==> config.mk <==
export PLATFORM = sky130hd
export DESIGN_NAME = turn_controller_flat
export DESIGN_NICKNAME = d
export VERILOG_FILES = /design/src/rtl/turn_controller_pkg.sv /design/src/rtl/turn_controller_if.sv /design/src/rtl/turn_controller_timer.sv /design/src/rtl/turn_controller.sv /design/src/flat_wrapper.sv
export SDC_FILE = /design/constraint.sdc
export NUM_CORES = 1
export LEC_CHECK = 0
export CAP_MARGIN = 20
export CORE_UTILIZATION = 54
export CTS_BUF_LIST = sky130_fd_sc_hd__clkbuf_4 sky130_fd_sc_hd__clkbuf_8 sky130_fd_sc_hd__clkbuf_16
export CTS_CLUSTER_SIZE = 8
export DETAILED_ROUTE_END_ITERATION = 10
export PLACE_DENSITY = 0.79
export SYNTH_ARGS = -nofsm -noshare
export SYNTH_HDL_FRONTEND = slang
export SYNTH_SLANG_ARGS = --single-unit
==> constraint.sdc <==
create_clock -name clk -period 2.3 [get_ports clk]
set_input_delay 0.23 -clock clk [delete_from_list [all_inputs] [get_ports clk]]
set_output_delay 0.23 -clock clk [all_outputs]
set_load 0.02 [all_outputs]
==> src/rtl/turn_controller_pkg.sv <==
// Shared definitions for the turn sequencer: state encodings, ring defaults
// and the player-count decode.
package turn_controller_pkg;

    typedef enum logic [2:0] {
        ST_IDLE      = 3'd0,
        ST_SELECT    = 3'd1,
        ST_CHECK     = 3'd2,
        ST_MOVE      = 3'd3,
        ST_TURN_END  = 3'd4,
        ST_GAME_OVER = 3'd5
    } state_t;

    localparam int MAX_PLAYERS   = 4;
    localparam int DEF_NUM_TILES = 16;
    localparam int DEF_POS_W     = 4;

    // Index of the last active player: n_sel 0/1 -> 2 players, 2 -> 3, 3 -> 4.
    function automatic logic [1:0] last_player_idx(input logic [1:0] n_sel);
        return (n_sel < 2'd2) ? 2'd1 : n_sel;
    endfunction

endpackage

==> src/rtl/turn_controller_if.sv <==
// Game/datapath signal bundle between the turn sequencer (slave) and the
// board environment plus tile datapath (master).
interface turn_controller_if #(
    parameter int POS_W = 4
);
    logic               start;
    logic [1:0]         n_sel;
    logic               sel_valid;
    logic [POS_W-1:0]   sel_tile;
    logic               cmp_done;
    logic               cmp_match;
    logic               cmp_req;
    logic [POS_W-1:0]   cmp_tile;
    logic [POS_W-1:0]   target_pos;
    logic [1:0]         cur_player;
    logic               next_turn;
    logic [4*POS_W-1:0] pos_flat;
    logic               winner_valid;
    logic [1:0]         winner;
    logic [2:0]         state_dbg;

    modport master (
        output start, n_sel, sel_valid, sel_tile, cmp_done, cmp_match,
        input  cmp_req, cmp_tile, target_pos, cur_player, next_turn,
               pos_flat, winner_valid, winner, state_dbg
    );

    modport slave (
        input  start, n_sel, sel_valid, sel_tile, cmp_done, cmp_match,
        output cmp_req, cmp_tile, target_pos, cur_player, next_turn,
               pos_flat, winner_valid, winner, state_dbg
    );
endinterface

==> src/rtl/turn_controller_timer.sv <==
// Per-turn idle counter: counts while enabled, flags the last allowed cycle,
// and saturates there so it can never wrap back into a fresh turn.
module turn_timer #(
    parameter int TIMEOUT_CYC = 50000000
) (
    input  logic clk,
    input  logic rst,
    input  logic clr,
    input  logic en,
    output logic expire
);
    localparam int CNT_W = (TIMEOUT_CYC > 1) ? $clog2(TIMEOUT_CYC) : 1;
    localparam logic [CNT_W-1:0] LAST = CNT_W'(TIMEOUT_CYC - 1);

    logic [CNT_W-1:0] count;

    always_ff @(posedge clk) begin
        if (rst || clr)
            count <= '0;
        else if (en && count != LAST)
            count <= count + 1'b1;
    end

    assign expire = (count == LAST);
endmodule

==> src/rtl/turn_controller.sv <==
// Chicken Cha-Cha-Cha game sequencer: turn FSM, per-player ring positions and
// lap counts, compare request issue to the tile datapath, winner detection.
module turn_controller
    import turn_controller_pkg::*;
#(
    parameter int NUM_TILES   = DEF_NUM_TILES,
    parameter int POS_W       = DEF_POS_W,
    parameter int WIN_LAPS    = 2,
    parameter int TIMEOUT_CYC = 50000000
) (
    input  logic             clk,
    input  logic             rst,
    turn_controller_if.slave bus
);
    state_t state, state_nxt;

    logic [POS_W-1:0] pos  [MAX_PLAYERS];
    logic [1:0]       laps [MAX_PLAYERS];
    logic [1:0]       cur;
    logic [1:0]       last_player;
    logic [1:0]       winner;
    logic [POS_W-1:0] cmp_tile;
    logic             cmp_req;
    logic             next_turn;

    logic             do_start, do_sel, do_move, do_tend;
    logic             tmr_expire;
    logic [POS_W-1:0] pos_cur;
    logic [1:0]       laps_inc;
    logic             wrap, win;

    assign pos_cur  = pos[cur];
    assign laps_inc = laps[cur] + 2'd1;
    assign wrap     = (pos_cur == POS_W'(NUM_TILES - 1));
    assign win      = wrap && (laps_inc == 2'(WIN_LAPS));

    turn_timer #(.TIMEOUT_CYC(TIMEOUT_CYC)) u_timer (
        .clk    (clk),
        .rst    (rst),
        .clr    (do_start | do_move | do_tend),
        .en     (state == ST_SELECT),
        .expire (tmr_expire)
    );

    always_ff @(posedge clk) begin
        if (rst)
            state <= ST_IDLE;
        else
            state <= state_nxt;
    end

    always_comb begin
        state_nxt = state;
        do_start  = 1'b0;
        do_sel    = 1'b0;
        do_move   = 1'b0;
        do_tend   = 1'b0;
        case (state)
            ST_IDLE, ST_GAME_OVER: begin
                if (bus.start) begin
                    do_start  = 1'b1;
                    state_nxt = ST_SELECT;
                end
            end
            ST_SELECT: begin
                // A flip on the expiry cycle still counts as a flip.
                if (bus.sel_valid) begin
                    do_sel    = 1'b1;
                    state_nxt = ST_CHECK;
                end else if (tmr_expire) begin
                    state_nxt = ST_TURN_END;
                end
            end
            ST_CHECK: begin
                if (bus.cmp_done)
                    state_nxt = bus.cmp_match ? ST_MOVE : ST_TURN_END;
            end
            ST_MOVE: begin
                do_move   = 1'b1;
                state_nxt = win ? ST_GAME_OVER : ST_SELECT;
            end
            ST_TURN_END: begin
                do_tend   = 1'b1;
                state_nxt = ST_SELECT;
            end
            default: state_nxt = ST_IDLE;
        endcase
    end

    always_ff @(posedge clk) begin
        if (rst) begin
            cur         <= '0;
            last_player <= 2'd1;
            winner      <= '0;
            cmp_tile    <= '0;
            cmp_req     <= 1'b0;
            next_turn   <= 1'b0;
            for (int p = 0; p < MAX_PLAYERS; p++) begin
                pos[p]  <= '0;
                laps[p] <= '0;
            end
        end else begin
            cmp_req   <= do_sel;
            next_turn <= do_tend;
            if (do_start) begin
                cur         <= '0;
                winner      <= '0;
                last_player <= last_player_idx(bus.n_sel);
                for (int p = 0; p < MAX_PLAYERS; p++) begin
                    pos[p]  <= '0;
                    laps[p] <= '0;
                end
            end
            if (do_sel)
                cmp_tile <= bus.sel_tile;
            if (do_move) begin
                // Ring length is a power of two, so the increment wraps itself.
                pos[cur] <= pos_cur + 1'b1;
                if (wrap)
                    laps[cur] <= laps_inc;
                if (win)
                    winner <= cur;
            end
            if (do_tend)
                cur <= (cur == last_player) ? 2'd0 : cur + 2'd1;
        end
    end

    assign bus.cmp_req      = cmp_req;
    assign bus.cmp_tile     = cmp_tile;
    assign bus.target_pos   = pos_cur + 1'b1;
    assign bus.cur_player   = cur;
    assign bus.next_turn    = next_turn;
    assign bus.winner_valid = (state == ST_GAME_OVER);
    assign bus.winner       = winner;
    assign bus.state_dbg    = state;

    for (genvar p = 0; p < MAX_PLAYERS; p++) begin : g_pos
        assign bus.pos_flat[p*POS_W +: POS_W] = pos[p];
    end
endmodule

==> src/flat_wrapper.sv <==
// flat-port wrapper written by rule: the top's interface ports become plain ports
module turn_controller_flat import turn_controller_pkg::*;
#(
    parameter int NUM_TILES   = DEF_NUM_TILES,
    parameter int POS_W       = DEF_POS_W,
    parameter int WIN_LAPS    = 2,
    parameter int TIMEOUT_CYC = 50000000
)
  (clk, rst, bus_start, bus_n_sel, bus_sel_valid, bus_sel_tile, bus_cmp_done, bus_cmp_match, bus_cmp_req, bus_cmp_tile, bus_target_pos, bus_cur_player, bus_next_turn, bus_pos_flat, bus_winner_valid, bus_winner, bus_state_dbg);
  turn_controller_if #(.POS_W(POS_W)) bus_i ();
  input  logic clk;
  input  logic rst;
  input wire logic [$bits(bus_i.start)-1:0] bus_start;
  input wire logic [$bits(bus_i.n_sel)-1:0] bus_n_sel;
  input wire logic [$bits(bus_i.sel_valid)-1:0] bus_sel_valid;
  input wire logic [$bits(bus_i.sel_tile)-1:0] bus_sel_tile;
  input wire logic [$bits(bus_i.cmp_done)-1:0] bus_cmp_done;
  input wire logic [$bits(bus_i.cmp_match)-1:0] bus_cmp_match;
  output wire logic [$bits(bus_i.cmp_req)-1:0] bus_cmp_req;
  output wire logic [$bits(bus_i.cmp_tile)-1:0] bus_cmp_tile;
  output wire logic [$bits(bus_i.target_pos)-1:0] bus_target_pos;
  output wire logic [$bits(bus_i.cur_player)-1:0] bus_cur_player;
  output wire logic [$bits(bus_i.next_turn)-1:0] bus_next_turn;
  output wire logic [$bits(bus_i.pos_flat)-1:0] bus_pos_flat;
  output wire logic [$bits(bus_i.winner_valid)-1:0] bus_winner_valid;
  output wire logic [$bits(bus_i.winner)-1:0] bus_winner;
  output wire logic [$bits(bus_i.state_dbg)-1:0] bus_state_dbg;
  assign bus_i.start = bus_start;
  assign bus_i.n_sel = bus_n_sel;
  assign bus_i.sel_valid = bus_sel_valid;
  assign bus_i.sel_tile = bus_sel_tile;
  assign bus_i.cmp_done = bus_cmp_done;
  assign bus_i.cmp_match = bus_cmp_match;
  assign bus_cmp_req = bus_i.cmp_req;
  assign bus_cmp_tile = bus_i.cmp_tile;
  assign bus_target_pos = bus_i.target_pos;
  assign bus_cur_player = bus_i.cur_player;
  assign bus_next_turn = bus_i.next_turn;
  assign bus_pos_flat = bus_i.pos_flat;
  assign bus_winner_valid = bus_i.winner_valid;
  assign bus_winner = bus_i.winner;
  assign bus_state_dbg = bus_i.state_dbg;
  turn_controller #(.NUM_TILES(NUM_TILES), .POS_W(POS_W), .WIN_LAPS(WIN_LAPS), .TIMEOUT_CYC(TIMEOUT_CYC)) u_core (.clk(clk), .rst(rst), .bus(bus_i));
endmodule
**Yosys cells after proc, flatten, opt, wreduce, memory -nomap -nowiden**

Memory sizes are Yosys's and may differ from the RTL's. A register that Yosys moved wholly into a read port is not among the register bits.
Index checks and enable logic that the tools add are counted.

- Flip-flop bits (word level): 41
- Bits in latches: 0
- Memory bits (writable): 24
- ROM bits: 0
- Input port bits: 12
- Word-level logic and storage cells: 97
- Memories: 2

- Add/subtract/negate cells: 4
- $mul: 0
- Divide/modulo/power cells: 0
- Order comparisons: 1
- Equal/unequal tests: 13
- Shifts and indexed selects: 0
- Multiplexer cells: 50
- Bitwise logic cells: 10
- Reductions and logical operators: 9

Memories:

| memory | words | bits a word | rd ports | clocked after memory_dff | wr ports | line | source |
|---|---|---|---|---|---|---|---|
| u_core.pos | 4 | 4 | 5 | 1 | 4 | turn_controller.sv:17 | `logic [POS_W-1:0] pos [MAX_PLAYERS];` |
| u_core.laps | 4 | 2 | 1 | 1 | 4 | turn_controller.sv:18 | `logic [1:0] laps [MAX_PLAYERS];` |

Operators with widths:

| cell | count |
|---|---|
| 2-bit 2-to-1 mux | 18 |
| 26-bit by 1-bit adder with 26-bit output, second input constant | 1 |
| 26-bit == test, second input constant | 1 |
| 26-bit inequality test, second input constant | 1 |
| 1-bit 2-to-1 mux | 20 |
| 4-bit 2-to-1 mux | 5 |
| 3-bit 2-to-1 mux | 6 |
| 3-bit one-hot mux with 5 select lines | 1 |
| 1-bit bitwise OR | 10 |
| 3-bit by 2-bit == test with 1-bit output, second input constant | 2 |
| 3-bit == test, second input constant | 2 |
| 2-bit by 1-bit adder with 2-bit output, second input constant | 2 |
| 4-bit by 1-bit adder with 4-bit output, second input constant | 1 |
| 4-bit == test, second input constant | 1 |
| 2-bit inequality test, second input constant | 2 |
| 2-bit OR reduction | 2 |
| 4-bit OR reduction | 1 |
| 3-bit by 1-bit == test with 1-bit output, second input constant | 1 |
| 3-bit logical NOT | 1 |
| 3-bit by 2-bit inequality test with 1-bit output, second input constant | 1 |
| 3-bit AND reduction | 1 |
| 2-bit == test | 1 |
| 2-bit == test, second input constant | 1 |
| 1-bit logical AND | 2 |
| other kinds (3) | 3 |

**Depth between registers and ports, before layout**

- Depth in word-level cells: 8
- Mapped depth: 8
- Gate-level depth less buffers: 7

**Modules after synthesis**

From an unflattened synthesis, not the netlist that was laid out.

- Cell total of the unflattened synthesis: 321
- Area, all modules: 3271.9 sq um

Modules (own cells, without submodules):

| module | instances | cells each | area each (sq um) | sequential area each (sq um) |
|---|---|---|---|---|
| turn_controller | 1 | 169 | 1981.9 | 1061.0 |
| turn_timer | 1 | 152 | 1290.0 | 520.5 |

**Least setup slack after synthesis**

OpenSTA, ideal clock, no wires.

- Kind: flip-flop to flip-flop
- Start: reg with a tool-made name
- End: mem u_core.laps[0][0] (data pin)
- Setup time: 0.259 ns
- Data arrival time: 1.844 ns
- Data required time: 2.041 ns
- Setup slack: 0.197 ns
- Stages on the path, launching flop included: 8
- Period minus slack after synthesis: 2.103 ns
- Cells stage by stage: dfxtp_1 buf_2 mux4_2 ha_1 nand3_1 clkbuf_1 or2_2 nor2_1

RTL lines:

| item | line |
|---|---|
| end, declared | turn_controller.sv:18 |

==> summary.md <==
| Metric | Value |
|---|---|
| Multi-input combinational cell area | approximately 1600 µm² |
| Number of global-route vias before repair | ~2400 |
| Post-DP HPWL | 4969 µm |
| Crit-path max FO | 5 |
| Synthesized-area fraction occupied by and/or/nand/nor cells | 0.2428 |
| Layout cells sized above 1 | 0.1587 |
| Adder-cell share of the synthesized area | 0.02656 |
| Starting Density | 0.5571 |
| # nets final | just over 400 |
| Top cells by count, synth | 43 x dfxtp_1, 38 x nor2_1, 31 x nand2_1 |
| Total CTS buffers | 9 |
| Cts hold-fix bufs | 0 |
| Cell taking the most area after synthesis | dfxtp_1 |
| Endpoints failing setup | 0 |
| #FFs+latches synth | 67 |
| Final RePlAce weighted congestion | between 0.8 and 0.9 |
| Synth Area in Compound Gates | 0.1062 |
| Via-per-instance ratio | 5.494 |
| Critical-path top delay cell | mux4_2 |
| RSZ-0062 raised after global routing | false |
| Synth warn | 0 |
| Critical path buffers and inverters | 1 |
| Post-synth ARST share | 0 |
| Number of I/O port buffers | 45 |
| Synth Area per Inst | 9.875 µm² |
| VDD IR max | 422.7 µV |
| Fin crit share | 0.9775 |
| I/O pin cnt | 46 |
| Setup crit end kind | output port |
| Clk Latency, worst-skew pair | between 300 and 400 ps |
| Seq/Total Area, Yosys | 0.4795 |
| Register Area | ~1600 µm² |
| Multiplexer area fraction after synthesis | 0.04704 |
| CP Cell Sequence | mux4_2 > ha_2 > dlygate4sd2_1 |
| DR iter-0 viols | 80 |
| Number of fill cells | 490 |
| Startpoint Class | flip-flop |
| Critical path class | flip-flop to output port |
| Total chip power | 2.885 mW |
| First-pass GRT wire length | 11120 µm |
| Die area | 6424 µm² |
| Main synth FF type | dfxtp_1 |
| Worst stage delay on the critical path | 530 ps |
| Final wirelength | 6960 µm |
| Via Count | 2593 |
| Post-synth EDFFs | 24 |
| Least-Margin Pin Slew | around 640 ps |
| FMAX | 444.8 MHz |
| Leakage dissipation | 1.462 nW |
| Clock tree buffer depth | 2 |
| Initial antenna violation count | 0 |
| XOR/XNOR Fraction of Synth Area | 0.04780 |
| Diode count | 0 |
| DRC errors left | 0 |
| Post-route insts no fill | 472 |
| Main combinational cell family by area after synthesis | simple AND/OR/NAND/NOR gates |
| Netlist Area Pre-Place | between 3000 and 4000 µm² |
| Vert. Die Dim | 80.15 µm |
| CTS root buffer | clkbuf_8 |
| Power Dens Cells | 700.5 nW/µm² |
| Most common cell in the synthesized netlist | dfxtp_1 |
| Final TNS setup | 0 ps |
| Synth unique cells | 55 |
| Largest net degree at the start of global routing | 25 |
| CP required | 2070 ps |
| Synth top area cells | dfxtp_1 26%, edfxtp_1 22%, nor2_1 4.3% |
| Mapped Cells | ~330 |
| Hold Violations, Final | 0 |
| Reg clk slew, reported paths | roughly 80 ps |
| GRT Residual Overflow | 0 |
| Arr. time, crit path | 2020 ps |
| Area grow syn2layout | 24.89% |
| Fin crit period | 2248 ps |
| Row count | 28 |
| Post-placement cell area | 3857 µm² |
| Rel. slew slack | 0.5751 |
| Tot GR Track Use | 0.2292 |
| # H-tree levels | 3 |
| DIE WIDTH | roughly 80 µm |
| Routed length per placed instance | 14.75 µm |
| 1st-pass router iterations | 4 |
| Worst Skew | a little under 7 ps |
| Area fraction of the dominant cell type after synthesis | 0.2610 |
| Status | finished, final reports clean |
| Clock Sink Count | 67 |
| Post-Place Cells | 455 |
| Hold crit path type | primary input to flip-flop |
| Final Cell Area | 4119 µm² |
| Cell family with most CP delay | multiplexers |
| Finished Core Util | 0.6957 |
| Maximum capacitance violations | 0 |
| Pins Over Slew Limit | 0 |
| Core area | 5921 µm² |
| CTS tree | yes |
| DRT antenna net count | 0 |
| Synth Net Count | approximately 350 |
## routing by layer
metal | track usage | vias to the layer above | part of all wire
li1 | - | 1311 | -
met1 | 0.2740 | 1226 | 0.45
met2 | 0.3940 | 43 | 0.50
met3 | 0.04659 | 13 | 0.033
met4 | 0.1071 | 0 | 0.020
met5 | 0 | - | 0
## worst paths after layout
path	start	endpoint	slack (ps)	cells after the start
max reg2reg	u_core.pos[3][0]	u_core.bus.winner[1]	180	6
min	bus_sel_tile[3]	u_core.bus.cmp_tile[3]	440	3
max	u_core.pos[3][0]	bus_target_pos[1]	50	3
min reg2reg	u_core.bus.cmp_tile[2]	u_core.bus.cmp_tile[2]	460	2
## power breakdown
part	switching [mW]	leakage, nW	total [mW]	internal, mW
Sequential	0.0390	0.608	1.32	1.28
Combinational	0.214	0.735	0.388	0.174
Clock	0.463	0.119	1.18	0.717
Total	0.716	1.46	2.89	2.17
## flip-flops by register name (all words and copies together) (netlist names), named ones only
| register | count |
|---|---|
| u_core.bus.cmp_tile | 4 |
| u_core.pos | 16 |
| u_core.bus.next_turn | 1 |
| u_core.bus.state_dbg | 3 |
| u_core.laps | 8 |
| u_core.u_timer.count | 26 |
| u_core.last_player | 2 |
| u_core.bus.cur_player | 2 |
| u_core.bus.winner | 2 |
| u_core.bus.cmp_req | 1 |
## worst min-delay path: stages
cell and delay [ps]:
clkdlybuf4s50_1 400, nand3_1 60, a21oi_1 50
## kinds of logic after synthesis
kind of cell / Yosys count
buffers and inverters: 29
xor gates and xnor gates: 18
DFF: 67
muxes: 8
AOI/OAI and AO/OA: 57
adders and majority gates: 7
and+or+nand+nor: 148
## what timing repair did
item | in CTS | in global routing
gates resized for setup | 12 | 3
endpoints found under the setup margin | 4 | 2
cloned | 0 | 0
endpoints found under the hold margin | 0 | 0
pin swaps | 1 | 2
setup buffers | 0 | 1
## per-stage QoR
step | setup WS (ps) | hold slack, ps
4_1_cts | 24.12 | 436.7
5_1_grt | 11.44 | 456.8
2_1_floorplan | 197.3 | 377.2
6_report | 51.85 | 440.9
3_3_place_gp | 0.3759 | 446.8
3_5_place_dp | 1.161 | 447.1
## cell usage in the layout (no fill, tap or decap), types with 12 or more instances in the layout
master            n
o21ai_0          14
clkdlybuf4s50_1  41
nor3_1           12
inv_1            12
nand2_1          31
nand3_1          14
buf_4            19
nor2_1           38
dfxtp_1          42
edfxtp_1         24
a21oi_1          24
## cell type report
type                    instances  area share
inverters                      12     0.01094
multi-input cells             238      0.3821
repair buffers                 64      0.1409
flip-flops and latches         67      0.3849
clock inverters                 7     0.02825
clock buffers                   9     0.03007
well taps                      75     0.02278
(Power assumes the default switching activity.)
